$ cat config.mk
export PLATFORM = sky130hd
export DESIGN_NAME = pwm_ctrl_flat
export DESIGN_NICKNAME = d
export VERILOG_FILES = /design/src/rtl/pwm_pkg.sv /design/src/rtl/pwm_ctrl_if.sv /design/src/rtl/pwm_ctrl_prescale_tick.sv /design/src/rtl/pwm_ctrl.sv /design/src/flat_wrapper.sv
export SDC_FILE = /design/constraint.sdc
export NUM_CORES = 1
export LEC_CHECK = 0
export CORE_MARGIN = 5
export CORE_UTILIZATION = 40
export CTS_CLUSTER_SIZE = 10
export DETAILED_ROUTE_END_ITERATION = 12
export GPL_TIMING_DRIVEN = 1
export PLACE_DENSITY_LB_ADDON = 0.12
export SLEW_MARGIN = 40
export SYNTH_ARGS = -nofsm -noshare
export SYNTH_HDL_FRONTEND = slang
export SYNTH_SLANG_ARGS = --single-unit
$ cat constraint.sdc
create_clock -name clk -period 6.97 [get_ports clk]
set_input_delay 1.394 -clock clk [delete_from_list [all_inputs] [get_ports clk]]
set_output_delay 1.394 -clock clk [all_outputs]
set_load 0.005 [all_outputs]
$ cat src/rtl/pwm_pkg.sv
// Shared types and defaults for the PWM channel controller.
package pwm_pkg;
  localparam int WIDTH_DEF     = 8;
  localparam int PRE_WIDTH_DEF = 8;

  typedef enum logic [1:0] {
    IDLE  = 2'b00,
    RUN   = 2'b01,
    DRAIN = 2'b10
  } state_t;
endpackage

$ cat src/rtl/pwm_ctrl_if.sv
// Config handshake bundle between the register block and the PWM controller.
interface pwm_ctrl_if import pwm_pkg::*; #(
  parameter int WIDTH     = WIDTH_DEF,
  parameter int PRE_WIDTH = PRE_WIDTH_DEF
) ();
  logic                 cfg_valid;
  logic                 cfg_ready;
  logic                 cfg_pending;
  logic [WIDTH-1:0]     cfg_period;
  logic [WIDTH-1:0]     cfg_duty;
  logic [PRE_WIDTH-1:0] cfg_prescale;

  modport master (
    output cfg_valid, cfg_period, cfg_duty, cfg_prescale,
    input  cfg_ready, cfg_pending
  );

  modport slave (
    input  cfg_valid, cfg_period, cfg_duty, cfg_prescale,
    output cfg_ready, cfg_pending
  );
endinterface

$ cat src/rtl/pwm_ctrl_prescale_tick.sv
// Prescaler: counts 0..final_value while enabled, one-clk tick at the top.
module prescale_tick #(
  parameter int PRE_WIDTH = 8
) (
  input  logic                 clk,
  input  logic                 rst_n,
  input  logic                 clr,
  input  logic                 en,
  input  logic [PRE_WIDTH-1:0] final_value,
  output logic                 tick
);
  logic [PRE_WIDTH-1:0] pcnt;

  // Tick is combinational off the count so the period counter advances in the same clk.
  assign tick = en && (pcnt == final_value);

  // Prescale counter; clr has priority so a new period always starts aligned.
  always_ff @(posedge clk) begin
    if (!rst_n)      pcnt <= '0;
    else if (clr)    pcnt <= '0;
    else if (en)     pcnt <= tick ? '0 : pcnt + 1'b1;
  end
endmodule

$ cat src/rtl/pwm_ctrl.sv
// PWM channel controller: start/stop sequencing, boundary-aligned config updates.
module pwm_ctrl import pwm_pkg::*; #(
  parameter int WIDTH     = WIDTH_DEF,
  parameter int PRE_WIDTH = PRE_WIDTH_DEF
) (
  input  logic        clk,
  input  logic        rst_n,
  input  logic        start,
  input  logic        stop,
  pwm_ctrl_if.slave   cfg,
  output logic        pwm_out,
  output logic        period_done,
  output logic        busy
);
  state_t               state_q, state_d;
  logic [WIDTH-1:0]     cnt_q, cnt_d;
  logic [WIDTH-1:0]     per_q, per_d, duty_q, duty_d, sh_per, sh_duty;
  logic [PRE_WIDTH-1:0] pre_q, pre_d, sh_pre;
  logic                 pend_q, tick, boundary, accept, busy_d;

  assign busy            = (state_q != IDLE);
  assign cfg.cfg_ready   = !pend_q;
  assign cfg.cfg_pending = pend_q;
  assign accept          = cfg.cfg_valid && !pend_q;
  assign boundary        = busy && tick && (cnt_q == per_q);

  // Cleared throughout IDLE and whenever a new config takes over at a boundary.
  prescale_tick #(.PRE_WIDTH(PRE_WIDTH)) u_pre (
    .clk         (clk),
    .rst_n       (rst_n),
    .clr         ((state_q == IDLE) || (boundary && pend_q)),
    .en          (busy),
    .final_value (pre_q),
    .tick        (tick)
  );

  // Next-state: start beats stop in IDLE/DRAIN, stop beats start in RUN.
  always_comb begin
    state_d = state_q;
    case (state_q)
      IDLE:    if (start) state_d = RUN;
      RUN:     if (stop)  state_d = DRAIN;
      DRAIN:   if (start) state_d = RUN;
               else if (boundary) state_d = IDLE;
      default: state_d = IDLE;
    endcase
  end

  // Next active config, counter and output level; pwm_out is built from next values so it has no lag.
  always_comb begin
    per_d  = per_q;
    duty_d = duty_q;
    pre_d  = pre_q;
    cnt_d  = cnt_q;
    if ((state_q == IDLE) && accept) begin
      per_d  = cfg.cfg_period;
      duty_d = cfg.cfg_duty;
      pre_d  = cfg.cfg_prescale;
    end
    if (boundary && pend_q) begin
      per_d  = sh_per;
      duty_d = sh_duty;
      pre_d  = sh_pre;
    end
    if ((state_q == IDLE) && start) cnt_d = '0;
    else if (busy && tick)          cnt_d = boundary ? '0 : cnt_q + 1'b1;
    busy_d = (state_d != IDLE);
  end

  // State, active/shadow config and registered outputs.
  always_ff @(posedge clk) begin
    if (!rst_n) begin
      state_q     <= IDLE;
      cnt_q       <= '0;
      per_q       <= '0;
      duty_q      <= '0;
      pre_q       <= '0;
      sh_per      <= '0;
      sh_duty     <= '0;
      sh_pre      <= '0;
      pend_q      <= 1'b0;
      pwm_out     <= 1'b0;
      period_done <= 1'b0;
    end else begin
      state_q     <= state_d;
      cnt_q       <= cnt_d;
      per_q       <= per_d;
      duty_q      <= duty_d;
      pre_q       <= pre_d;
      pwm_out     <= busy_d && (cnt_d < duty_d);
      period_done <= boundary;
      // An accept only happens with no shadow held, so it never collides with a transfer.
      if (accept && busy) begin
        sh_per  <= cfg.cfg_period;
        sh_duty <= cfg.cfg_duty;
        sh_pre  <= cfg.cfg_prescale;
        pend_q  <= 1'b1;
      end else if (boundary) begin
        pend_q  <= 1'b0;
      end
    end
  end
endmodule

$ cat src/flat_wrapper.sv
// flat-port wrapper written by rule: the top's interface ports become plain ports
module pwm_ctrl_flat import pwm_pkg::*;
#(
  parameter int WIDTH     = WIDTH_DEF,
  parameter int PRE_WIDTH = PRE_WIDTH_DEF
)
  (clk, rst_n, start, stop, pwm_out, period_done, busy, cfg_cfg_valid, cfg_cfg_period, cfg_cfg_duty, cfg_cfg_prescale, cfg_cfg_ready, cfg_cfg_pending);
  pwm_ctrl_if #(.WIDTH(WIDTH), .PRE_WIDTH(PRE_WIDTH)) cfg_i ();
  input  logic clk;
  input  logic rst_n;
  input  logic start;
  input  logic stop;
  output logic pwm_out;
  output logic period_done;
  output logic busy;
  input wire logic [$bits(cfg_i.cfg_valid)-1:0] cfg_cfg_valid;
  input wire logic [$bits(cfg_i.cfg_period)-1:0] cfg_cfg_period;
  input wire logic [$bits(cfg_i.cfg_duty)-1:0] cfg_cfg_duty;
  input wire logic [$bits(cfg_i.cfg_prescale)-1:0] cfg_cfg_prescale;
  output wire logic [$bits(cfg_i.cfg_ready)-1:0] cfg_cfg_ready;
  output wire logic [$bits(cfg_i.cfg_pending)-1:0] cfg_cfg_pending;
  assign cfg_i.cfg_valid = cfg_cfg_valid;
  assign cfg_i.cfg_period = cfg_cfg_period;
  assign cfg_i.cfg_duty = cfg_cfg_duty;
  assign cfg_i.cfg_prescale = cfg_cfg_prescale;
  assign cfg_cfg_ready = cfg_i.cfg_ready;
  assign cfg_cfg_pending = cfg_i.cfg_pending;
  pwm_ctrl #(.WIDTH(WIDTH), .PRE_WIDTH(PRE_WIDTH)) u_core (.clk(clk), .rst_n(rst_n), .start(start), .stop(stop), .cfg(cfg_i), .pwm_out(pwm_out), .period_done(period_done), .busy(busy));
endmodule
==> results of run 1 <==
[logic make-up (layout without fill, tap and decap cells)]
group                      count (synthesis)  count (layout)  share of synthesized area, %
DFF                                       69              69                          43.2
AOI/OAI and AO/OA                         54              54                          10.5
and+or+nand+nor                          152             152                          20.7
adders and majority gates                  9               9                          3.52
muxes                                     34              34                          10.9
buffers and inverters                     24              56                          3.41
xor gates and xnor gates                  28              28                          7.67
[placed cells by master, fill, tap and decap left out, types with 2 or more instances in the layout]
cell type,instances
sky130_fd_sc_hd__dfxtp_1,69
sky130_fd_sc_hd__nand2_1,61
sky130_fd_sc_hd__nor2_1,57
sky130_fd_sc_hd__clkdlybuf4s50_1,33
sky130_fd_sc_hd__mux2i_1,27
sky130_fd_sc_hd__a21oi_1,27
sky130_fd_sc_hd__xnor2_1,21
sky130_fd_sc_hd__a211oi_1,19
sky130_fd_sc_hd__nand4_1,10
sky130_fd_sc_hd__clkbuf_8,10
sky130_fd_sc_hd__ha_1,9
sky130_fd_sc_hd__nand3_1,8
sky130_fd_sc_hd__mux2_2,7
sky130_fd_sc_hd__xor2_1,7
sky130_fd_sc_hd__inv_1,4
sky130_fd_sc_hd__or3_1,4
sky130_fd_sc_hd__and3_1,2
sky130_fd_sc_hd__o31ai_1,2
sky130_fd_sc_hd__clkinv_2,2
sky130_fd_sc_hd__bufinv_16,2
[stage by stage]
step,area (sq um),std cells,hold slack [ps],total power [mW]
final,3830,504,455,0.921
after global routing,3830,504,479,0.964
after CTS,3800,503,458,0.928
after detailed placement,3580,487,447,0.563
after global placement,3570,487,443,0.559
after floorplan,3200,370,436,0.519
[registers in the layout, summed over array words and instances (netlist names)]
name	count
u_core.state_q	2
u_core.duty_q	8
u_core.u_pre.pcnt	8
u_core.period_done	1
u_core.per_q	8
u_core.cfg.cfg_pending	1
u_core.sh_pre	8
u_core.cnt_q	8
u_core.pre_q	8
u_core.pwm_out	1
u_core.sh_per	8
u_core.sh_duty	8
[metal layers]
layer  track usage (%)  up-vias
li1                  -     1327
met1              20.1     1183
met2              25.2       33
met3              4.07        8
met4              4.73        0
met5                 0        -
[tightest hold or removal path: cells and delay by family (launching register included)]
| kind | cells | cell delay (ps) |
|---|---|---|
| AO/OA/AOI/OAI | 1 | 50 |
| AND/OR/NAND/NOR | 1 | 50 |
| flip-flops | 1 | 310 |
[layout make-up]
cell class	instances	area, sq um	share of cell area (%)
inverters	5	21.3	0.555
clock inverters	6	86.3	2.25
clock buffers	10	138	3.59
well taps	102	128	3.33
flip-flops and latches	69	1380	36.1
multi-input cells	277	1710	44.7
repair buffers	35	365	9.54
[final timing paths]
check                    startpoint          endpoint  slack [ps]  cells past startpoint
setup / recovery      cfg_cfg_valid    u_core.pwm_out        3210                     11
hold / removal     u_core.sh_per[4]  u_core.sh_per[4]         460                      2
setup reg to reg  u_core.state_q[0]    u_core.pwm_out        3480                     11
hold reg to reg    u_core.sh_per[4]  u_core.sh_per[4]         460                      2
[power by group]
| group | leakage [nW] | internal (mW) | switching, mW |
|---|---|---|---|
| logic | 0.796 | 0.0628 | 0.0657 |
| clock network | 0.112 | 0.211 | 0.155 |
| registers | 0.562 | 0.414 | 0.0130 |
| total | 1.47 | 0.688 | 0.234 |
==> reports/summary.txt, run 1 <==
ROUTING
------------------------------------------------------------------------------------------
Top routing layer in use                                                              met4
Total length of routed met3 wires                                                   222 um
Final wirelength                                                                   7220 um
Number of nets still failing antenna checks after routing                                0
Count of TritonRoute iterations in the first routing pass                                4
Wire length the detailed router placed on met1                                     3620 um
Post-route DRC                                                                           0
Average wire per cell in the routed design                                         14.3 um
DR WL met2                                                                         3300 um
Per-cell via count in the routed design                                               5.06
DR iter-0 viols                                                                         98
Total number of vias                                                                  2551

GLOBAL ROUTING
------------------------------------------------------------------------------------------
Pin count of the biggest net entering global routing                                    55
Number of antenna violations at the first check in global routing                        0
Wire length of the first global-routing pass                                      12200 um
GR Util All Layers                                                                   15.5%
Via count of the first global-routing pass                                            2469
Global-route congestion overflow total                                                   0

SETUP PATH
------------------------------------------------------------------------------------------
CP top delay family                                                           compound AO/OA/AOI/OAI gates
Category of the critical setup timing path                                    input port to register
Setup crit end kind                                                               register
Required time of the worst setup path                                              7220 ps
CP Cell Sequence                                                              clkdlybuf4s50_1 -> nand2_1 -> nor2_4 -> mux2_2 -> mux2i_1 -> ha_1 -> a21oi_1 -> o221ai_1 -> nor2_1 -> o211ai_1 -> o31ai_1
Maximum fanout count along the critical path                                            10
Arrival time reported for the critical path endpoint                               4010 ps
Category of the worst setup path launch point                                   input port
Slowest stage cell, crit path                                                 sky130_fd_sc_hd__clkdlybuf4s50_1
Worst stage delay on the critical path                                              500 ps
Buffer and inverter count on the worst path                                              1

CLOCK TREE
------------------------------------------------------------------------------------------
Number of clock sinks                                                                   69
Cell at the root of the clock tree                                            sky130_fd_sc_hd__clkbuf_8
Clock tree from TritonCTS                                                             done
CTS Buf Count                                                                            9
CTS H-tree depth                                                                         3
CTS Hold Bufs                                                                            0
Clock edge transition at the registers on the reported setup and hold paths          80 ps
Post-CTS Resized                                                                         0
Buffers from clock root to sink, at most                                                 2
Clock latency of the later-clocked register in the worst-skew pair                  340 ps
Post-CTS setup buffer count                                                              0

SYNTH
------------------------------------------------------------------------------------------
Async SR Flop Fraction                                                                  0%
Netlist cell types                                                                      34
Synth warn                                                                               0
Area fraction of the dominant cell type after synthesis                              43.2%
Synth Cell Area                                                                 3200 sq um
Net count of the mapped netlist                                                        408
Most common cell in the netlist                                               sky130_fd_sc_hd__dfxtp_1
Number of synthesized register bits                                                     69
Average cell area after synthesis                                               8.64 sq um
Commonest register cell after synthesis                                       sky130_fd_sc_hd__dfxtp_1
Syn Inst Count                                                                         370
Cell types with the largest area share after synthesis                        sky130_fd_sc_hd__dfxtp_1 43%, sky130_fd_sc_hd__mux2i_1 8.5%, sky130_fd_sc_hd__nand2_1 7.2%
Top cell type by total area after synthesis                                   sky130_fd_sc_hd__dfxtp_1
Number of enable flip-flop cells after synthesis                                         0
Top cell types by occurrence after synthesis                                  69 x sky130_fd_sc_hd__dfxtp_1, 61 x sky130_fd_sc_hd__nand2_1, 57 x sky130_fd_sc_hd__nor2_1
Proportion of synthesized chip area in sequential cells                              43.2%

POWER
------------------------------------------------------------------------------------------
P per Cell Area                                                                241 nW/um^2
Maximum vdd drop                                                                  0.123 mV
Reported leakage power                                                             1.47 nW

STA
------------------------------------------------------------------------------------------
Max Clock Skew                                                                     12.6 ps
Setup slack after layout                                                           3210 ps
Max Fclk                                                                           266 MHz
Setup repair after global routing missed its margin                                     no
Post-route setup TNS                                                                  0 ps
Tcrit/Tclk final                                                                     54.0%
Min cycle time layout                                                              3760 ps
Number of max-slew violations in the final report                                        0
Number of failing hold endpoints at the final stage                                      0
Transition time at the pin with the least slew margin                               766 ps
Remaining max-slew budget at the tightest pin                                        48.8%
Final setup viols                                                                        0

FINISH
------------------------------------------------------------------------------------------
Count of fill cells added during filler insertion                                      777
Nets@finish                                                                            435
Layout overhead on the synthesized area                                              19.9%
Proportion of layout cells with a drive suffix above 1                               8.21%
# diodes                                                                                 0
Final core area utilization                                                          49.3%

FLOORPLANNING
------------------------------------------------------------------------------------------
Vertical extent of the die                                                         99.4 um
Core Box Area                                                                   7770 sq um
Area enclosed by the die boundary                                               9880 sq um
Initial standard-cell utilization of the core                                        41.1%
Overall die width                                                                  99.4 um
Std cell rows                                                                           32
I/O Pins                                                                                34

PLACE
------------------------------------------------------------------------------------------
HPWL Detailed                                                                      4900 um
Gpl congestion                                                                       0.836
Number of input and output port buffers inserted                                        33
Place WS                                                                           2440 ps

RUN STATUS
------------------------------------------------------------------------------------------
Outcome                                                                       finished clean

FLOW RUN
------------------------------------------------------------------------------------------
Number of maximum-capacitance constraint violations                                      0

WORST HOLD PATH
------------------------------------------------------------------------------------------
Classification of the worst-slack hold path                                   register to register

Note: power is estimated with default switching activity, not from simulation.
==> run 2, diff against run 1 <==
- clock period: 6.97 -> 3.2 ns (I/O delays scaled with it)
==> run 2 against run 1 <==
Compared with the run above:
- global-route usage is 0.87 points higher
- combinational power is 130% higher
- design area is 2.1% higher
- setup slack worse by 2900 ps
- non-clock buffer count is 11 higher
- critical path depth is 1 higher
- sequential power is 120% higher
- first-iteration DRC count is 34% higher
- sequential cell count stayed put
- die area stayed put
- sequential share of layout area is 0.59 points lower
==> reports/summary.txt, run 2 (synthesized netlist as in run 1, its figures left out) <==
CLOCK TREE
------------------------------------------------------------------------------------------
CTS Buf Count                                                                            9   unchanged
Clock latency of the later-clocked register in the worst-skew pair                  340 ps   about the same
Post-CTS setup buffer count                                                              0   unchanged
Number of clock sinks                                                                   69   unchanged
CTS H-tree depth                                                                         3   unchanged
Cell at the root of the clock tree                                            sky130_fd_sc_hd__clkbuf_8
Clock edge transition at the registers on the reported setup and hold paths          80 ps   about the same
Buffers from clock root to sink, at most                                                 2   unchanged
Clock tree from TritonCTS                                                             done

POWER
------------------------------------------------------------------------------------------
Reported leakage power                                                             1.52 nW   +3.3%
Maximum vdd drop                                                                  0.242 mV   +96%
Post-route total power                                                             2.02 mW   +120%
P per Cell Area                                                                517 nW/um^2   +110%

FLOORPLANNING
------------------------------------------------------------------------------------------
Initial standard-cell utilization of the core                                        41.1%   unchanged
I/O Pins                                                                                34   unchanged
Area enclosed by the die boundary                                               9880 sq um   unchanged
Std cell rows                                                                           32   unchanged
Overall die width                                                                  99.4 um   unchanged
Vertical extent of the die                                                         99.4 um   unchanged
Core Box Area                                                                   7770 sq um   unchanged

STA
------------------------------------------------------------------------------------------
Transition time at the pin with the least slew margin                               562 ps   -205 ps
Number of failing hold endpoints at the final stage                                      0   unchanged
Number of max-slew violations in the final report                                        0   unchanged
Min cycle time layout                                                              2930 ps
Remaining max-slew budget at the tightest pin                                        62.6%   +14 points
Smallest hold slack                                                                 457 ps   +1.73 ps
Max Clock Skew                                                                     8.00 ps   -4.56 ps
Final setup viols                                                                        0   unchanged
Tcrit/Tclk final                                                                     91.6%
Max Fclk                                                                           341 MHz

SETUP PATH
------------------------------------------------------------------------------------------
Arrival time reported for the critical path endpoint                               3180 ps   -830 ps
Category of the worst setup path launch point                                     register
Flop-to-flop setup slack                                                            270 ps   -3210 ps
Setup crit end kind                                                               register
Maximum fanout count along the critical path                                             4   -6
Category of the critical setup timing path                                    register to register
Required time of the worst setup path                                              3450 ps   -3770 ps

GLOBAL ROUTING
------------------------------------------------------------------------------------------
Wire length of the first global-routing pass                                      12800 um   +5.2%
GR Util All Layers                                                                   16.4%   +0.87 points
Via count of the first global-routing pass                                            2618   +6.0%
Pin count of the biggest net entering global routing                                    54   -1.8%
Number of antenna violations at the first check in global routing                        0   unchanged
Global-route congestion overflow total                                                   0   unchanged

PLACE
------------------------------------------------------------------------------------------
Number of input and output port buffers inserted                                        33   unchanged
HPWL Detailed                                                                      5300 um   +8.1%
Cell total after placement                                                             499   +2.5%
Gpl congestion                                                                       0.814   -2.6%

RUN STATUS
------------------------------------------------------------------------------------------
Outcome                                                                       finished clean

FINISH
------------------------------------------------------------------------------------------
Post-layout instance count excluding filler cells                                      515   +2.2%
Commonest non-fill, non-tap cells in the layout                               64 x sky130_fd_sc_hd__dfxtp_1, 61 x sky130_fd_sc_hd__nand2_1, 57 x sky130_fd_sc_hd__nor2_1, 33 x sky130_fd_sc_hd__clkdlybuf4s50_1
Final core area utilization                                                          50.4%   +1.0 points
Layout overhead on the synthesized area                                              22.4%
# diodes                                                                                 0   unchanged
Nets@finish                                                                            446   +2.5%
Proportion of layout cells with a drive suffix above 1                               11.9%   +3.7 points
Most frequent standard cell in the layout excluding fill and tap cells        sky130_fd_sc_hd__dfxtp_1

ROUTING
------------------------------------------------------------------------------------------
Post-route DRC                                                                           0   unchanged
Per-cell via count in the routed design                                               5.06   about the same
DR iter-0 viols                                                                        131   +34%
Final wirelength                                                                   7380 um   +2.3%
Number of nets still failing antenna checks after routing                                0   unchanged
Count of TritonRoute iterations in the first routing pass                                4   unchanged
Total number of vias                                                                  2606   +2.2%
Average wire per cell in the routed design                                         14.3 um   about the same

FLOW RUN
------------------------------------------------------------------------------------------
Number of maximum-capacitance constraint violations                                      0   unchanged

WORST HOLD PATH
------------------------------------------------------------------------------------------
Classification of the worst-slack hold path                                   register to register

## run 2: changes by cell type in the layout (fill, tap and decap cells not counted), sizes merged
cell      previous run  this run
clkinvlp             1         2
buf                  2        13
clkinv               3         1
clkbuf              10        11
## run 2: power by group
part / switching (mW) / internal, mW
Combinational: 0.147 / 0.144
Clock: 0.340 / 0.462
Sequential: 0.0271 / 0.903
Total: 0.514 / 1.51
## run 2: through the flow
stage / setup TNS (ps) / area (sq um) / setup slack [ps]
detailed placement: -24.8 / 3660 / -24.8
CTS: 0 / 3890 / 117
finish: 0 / 3910 / 270
floorplan: 0 / 3200 / 445
global placement: 0 / 3660 / 41.3
global route: -11.3 / 3910 / -11.3
## run 2: per-layer routing
metal	GRT usage, %	up-vias	wire (um)
li1	-	1348	-
met1	21.5	1202	3640
met2	25.3	44	3350
met3	3.51	12	248
met4	8.30	0	151
met5	0	-	0
## run 2: path summary, 6_finish.rpt
check	endpoint	cells after the start	start
setup / recovery	u_core.pwm_out	12	u_core.u_pre.pcnt[6]
hold / removal	u_core.sh_pre[5]	2	u_core.sh_pre[5]
setup reg to reg	u_core.pwm_out	12	u_core.u_pre.pcnt[6]
hold reg to reg	u_core.sh_pre[5]	2	u_core.sh_pre[5]
## run 2: worst max-delay path, stage by stage, from the launching register on
cell and delay, ps:
sky130_fd_sc_hd__dfxtp_1 390, sky130_fd_sc_hd__xnor2_1 140, sky130_fd_sc_hd__nand3_1 140, sky130_fd_sc_hd__or3_4 420, sky130_fd_sc_hd__or3_1 420, sky130_fd_sc_hd__xnor2_2 180
sky130_fd_sc_hd__nor2_1 60, sky130_fd_sc_hd__ha_1 320, sky130_fd_sc_hd__a21oi_1 140, sky130_fd_sc_hd__o221ai_1 160, sky130_fd_sc_hd__nor2_1 140, sky130_fd_sc_hd__o211ai_1 90
sky130_fd_sc_hd__o31ai_1 250
## run 2: repair_timing
action / in CTS / in global routing
setup endpoints to repair: 0 / 1
hold buffers: 0 / 0
gates resized for setup: 0 / 8
## run 2: layout make-up
| type | count | area, sq um |
|---|---|---|
| timing repair buffer | 46 | 428 |
| multi-input combinational | 277 | 1730 |
| sequential | 69 | 1390 |
| clock buffer | 11 | 141 |
| inverter | 5 | 18.8 |
| clock inverter | 5 | 83.8 |
| fill | 755 | 3850 |
| tap | 102 | 128 |
==> run 3, diff against run 2 <==
- DONT_BUFFER_PORTS: not set -> 1
==> run 3 against run 2 <==
Compared with the run above:
- global-route usage shrank 0.39 points
- design area down 10%
- sequential power about the same
- critical path depth did not move
- die area is the same
- register-to-register slack barely moved
- cell count is 6.8% lower
- sequential share of layout area is 3.8 points higher
- largest power group unchanged
==> reports/summary.txt, run 3 (synthesized netlist as in run 1, its figures left out) <==
STA
------------------------------------------------------------------------------------------
Post-route setup TNS                                                                  0 ps   unchanged
Max Fclk                                                                           341 MHz   -0.13%
Number of max-slew violations in the final report                                        0   unchanged
Max Clock Skew                                                                     10.7 ps   +2.67 ps
Smallest hold slack                                                                 412 ps   -45.5 ps
Remaining max-slew budget at the tightest pin                                        61.2%   -1.4 points
Min cycle time layout                                                              2930 ps   +3.77 ps
Final setup viols                                                                        0   unchanged
Number of failing hold endpoints at the final stage                                      0   unchanged
Setup repair after global routing missed its margin                                     no
Transition time at the pin with the least slew margin                               582 ps   +20.5 ps
Tcrit/Tclk final                                                                     91.7%   +0.12 points

GLOBAL ROUTING
------------------------------------------------------------------------------------------
Via count of the first global-routing pass                                            2483   -5.2%
Number of antenna violations at the first check in global routing                        0   unchanged
Pin count of the biggest net entering global routing                                    55   +1.9%
GR Util All Layers                                                                   16.0%   -0.39 points
Global-route congestion overflow total                                                   0   unchanged
Wire length of the first global-routing pass                                      12400 um   -3.1%

SETUP PATH
------------------------------------------------------------------------------------------
Category of the worst setup path launch point                                     register
Worst Setup EP                                                                u_core.pwm_out
Required time of the worst setup path                                              3460 ps   about the same
Category of the critical setup timing path                                    register to register
R2r worst-path depth                                                                    12   unchanged
Flop-to-flop setup slack                                                            270 ps   about the same
Setup crit end kind                                                               register
Arrival time reported for the critical path endpoint                               3190 ps   about the same
Maximum fanout count along the critical path                                             5   +1
Launch point of the critical path                                             u_core.u_pre.pcnt[5]
Launch point of the worst reg-to-reg path                                     u_core.u_pre.pcnt[5]
Terminus of the critical flop-to-flop path                                    u_core.pwm_out

FINISH
------------------------------------------------------------------------------------------
Nets@finish                                                                            412   -7.6%
Most frequent standard cell in the layout excluding fill and tap cells        sky130_fd_sc_hd__dfxtp_1
Commonest non-fill, non-tap cells in the layout                               69 x sky130_fd_sc_hd__dfxtp_1, 61 x sky130_fd_sc_hd__nand2_1, 57 x sky130_fd_sc_hd__nor2_1, 27 x sky130_fd_sc_hd__mux2i_1, 27 x sky130_fd_sc_hd__a21oi_1
Post-layout instance count excluding filler cells                                      480   -6.8%
Proportion of layout cells with a drive suffix above 1                               11.1%   -0.75 points
Layout overhead on the synthesized area                                              10.1%
# diodes                                                                                 0   unchanged

ROUTING
------------------------------------------------------------------------------------------
Count of TritonRoute iterations in the first routing pass                                4   unchanged
Final wirelength                                                                   7510 um   +1.7%
Per-cell via count in the routed design                                               5.27   +4.2%
Average wire per cell in the routed design                                         15.6 um   +9.1%
Total number of vias                                                                  2531   -2.9%
Number of nets still failing antenna checks after routing                                0   unchanged
DR iter-0 viols                                                                        156   +19%
Post-route DRC                                                                           0   unchanged

FLOORPLANNING
------------------------------------------------------------------------------------------
Core Box Area                                                                   7770 sq um   unchanged
Overall die width                                                                  99.4 um   unchanged
Std cell rows                                                                           32   unchanged
Vertical extent of the die                                                         99.4 um   unchanged
I/O Pins                                                                                34   unchanged
Initial standard-cell utilization of the core                                        41.1%   unchanged
Area enclosed by the die boundary                                               9880 sq um   unchanged

CLOCK TREE
------------------------------------------------------------------------------------------
CTS Hold Bufs                                                                            0   unchanged
CTS Buf Count                                                                            9   unchanged
Clock edge transition at the registers on the reported setup and hold paths          80 ps   about the same
Clock latency of the later-clocked register in the worst-skew pair                  340 ps   about the same
CTS H-tree depth                                                                         3   unchanged
Buffers from clock root to sink, at most                                                 2   unchanged
Cell at the root of the clock tree                                            sky130_fd_sc_hd__clkbuf_8
Number of clock sinks                                                                   69   unchanged
Clock tree from TritonCTS                                                             done

PLACE
------------------------------------------------------------------------------------------
Number of input and output port buffers inserted                                         0   -100%
Cell total after placement                                                             465   -6.8%
HPWL Detailed                                                                      5190 um   -2.1%
Gpl congestion                                                                       0.865   +6.2%

POWER
------------------------------------------------------------------------------------------
Reported leakage power                                                             1.36 nW   -10%
Proportion of power drawn by flip-flops and latches                                  50.0%   +4.0 points
Psw                                                                               0.495 mW   -3.7%
P per Cell Area                                                                528 nW/um^2   +2.1%
Sw Share                                                                             26.7%   +1.2 points
Maximum vdd drop                                                                  0.218 mV   -9.7%
Combinational group share of total power                                             13.2%   -1.2 points
Int Pwr                                                                            1.36 mW   -9.7%
Clock Power Share                                                                    36.8%   -2.8 points

WORST HOLD PATH
------------------------------------------------------------------------------------------
Classification of the worst-slack hold path                                   input port to register

RUN STATUS
------------------------------------------------------------------------------------------
Outcome                                                                       finished clean

FLOW RUN
------------------------------------------------------------------------------------------
Number of maximum-capacitance constraint violations                                      0   unchanged

[run 3: cell types whose count changed in the layout (fill, tap and decap cells not counted), sizes merged]
cell	change
bufinv	-1
clkdlybuf4s50	-33
clkbuf	-1
clkinv	+2
buf	-1
clkinvlp	-1
[run 3: critical path, cell delays in order, from the launching register on]
cell	delay (ps)
sky130_fd_sc_hd__dfxtp_1	400
sky130_fd_sc_hd__xnor2_1	140
sky130_fd_sc_hd__nand3_1	130
sky130_fd_sc_hd__or3_4	430
sky130_fd_sc_hd__or3_1	390
sky130_fd_sc_hd__xnor2_1	210
sky130_fd_sc_hd__nor2_1	70
sky130_fd_sc_hd__ha_1	320
sky130_fd_sc_hd__a21oi_1	140
sky130_fd_sc_hd__o221ai_1	150
sky130_fd_sc_hd__nor2_1	150
sky130_fd_sc_hd__o211ai_1	100
sky130_fd_sc_hd__o31ai_1	230
[run 3: final cells by class]
type                    count  area, sq um
inverters                   5         21.3
flip-flops and latches     69         1380
clock inverters             5         52.6
clock buffers              10          128
well taps                 102          128
fillers                   804         4250
repair buffers             12         90.1
multi-input cells         277         1720
[run 3: metal layers]
metal	track usage [%]	vias to the layer above	part of all wire, %
li1	-	1284	-
met1	20.8	1188	49
met2	25.1	51	45
met3	3.65	8	4.3
met4	7.46	0	1.8
met5	0	-	0
[run 3: through the flow]
stage	total power [mW]	instance area (sq um)	util, %	setup WS [ps]
global placement	1.19	3330	42.8	326
CTS	1.88	3510	45.2	223
floorplan	1.13	3200	-	445
detailed placement	1.19	3330	42.9	248
global route	1.95	3520	45.3	24.5
finish	1.86	3520	45.3	267
[run 3: how the worst min path moves through the flow]
stage	from	to	slack, ps	cells after the start
6_report	rst_n	u_core.cnt_q[0]	410	2
5_1_grt	rst_n	u_core.cnt_q[0]	400	2
4_1_cts	rst_n	u_core.cnt_q[0]	390	2
3_5_place_dp	u_core.sh_duty[4]	u_core.sh_duty[4]	450	2
3_3_place_gp	u_core.sh_duty[5]	u_core.sh_duty[5]	440	2
2_1_floorplan	u_core.sh_duty[1]	u_core.sh_duty[1]	440	2
[run 3: power groups by stage]
stage / clock [mW] / combinational, mW / sequential (mW)
2_1_floorplan: 0 / 0.188 / 0.942
3_3_place_gp: 0 / 0.242 / 0.950
3_5_place_dp: 0 / 0.244 / 0.951
4_1_cts: 0.706 / 0.246 / 0.930
5_1_grt: 0.743 / 0.273 / 0.935
6_report: 0.683 / 0.244 / 0.929
[run 3: what timing repair did]
action,CTS,global route
gates resized for setup,0,1
setup buffers,0,0
endpoints found under the setup margin,0,1
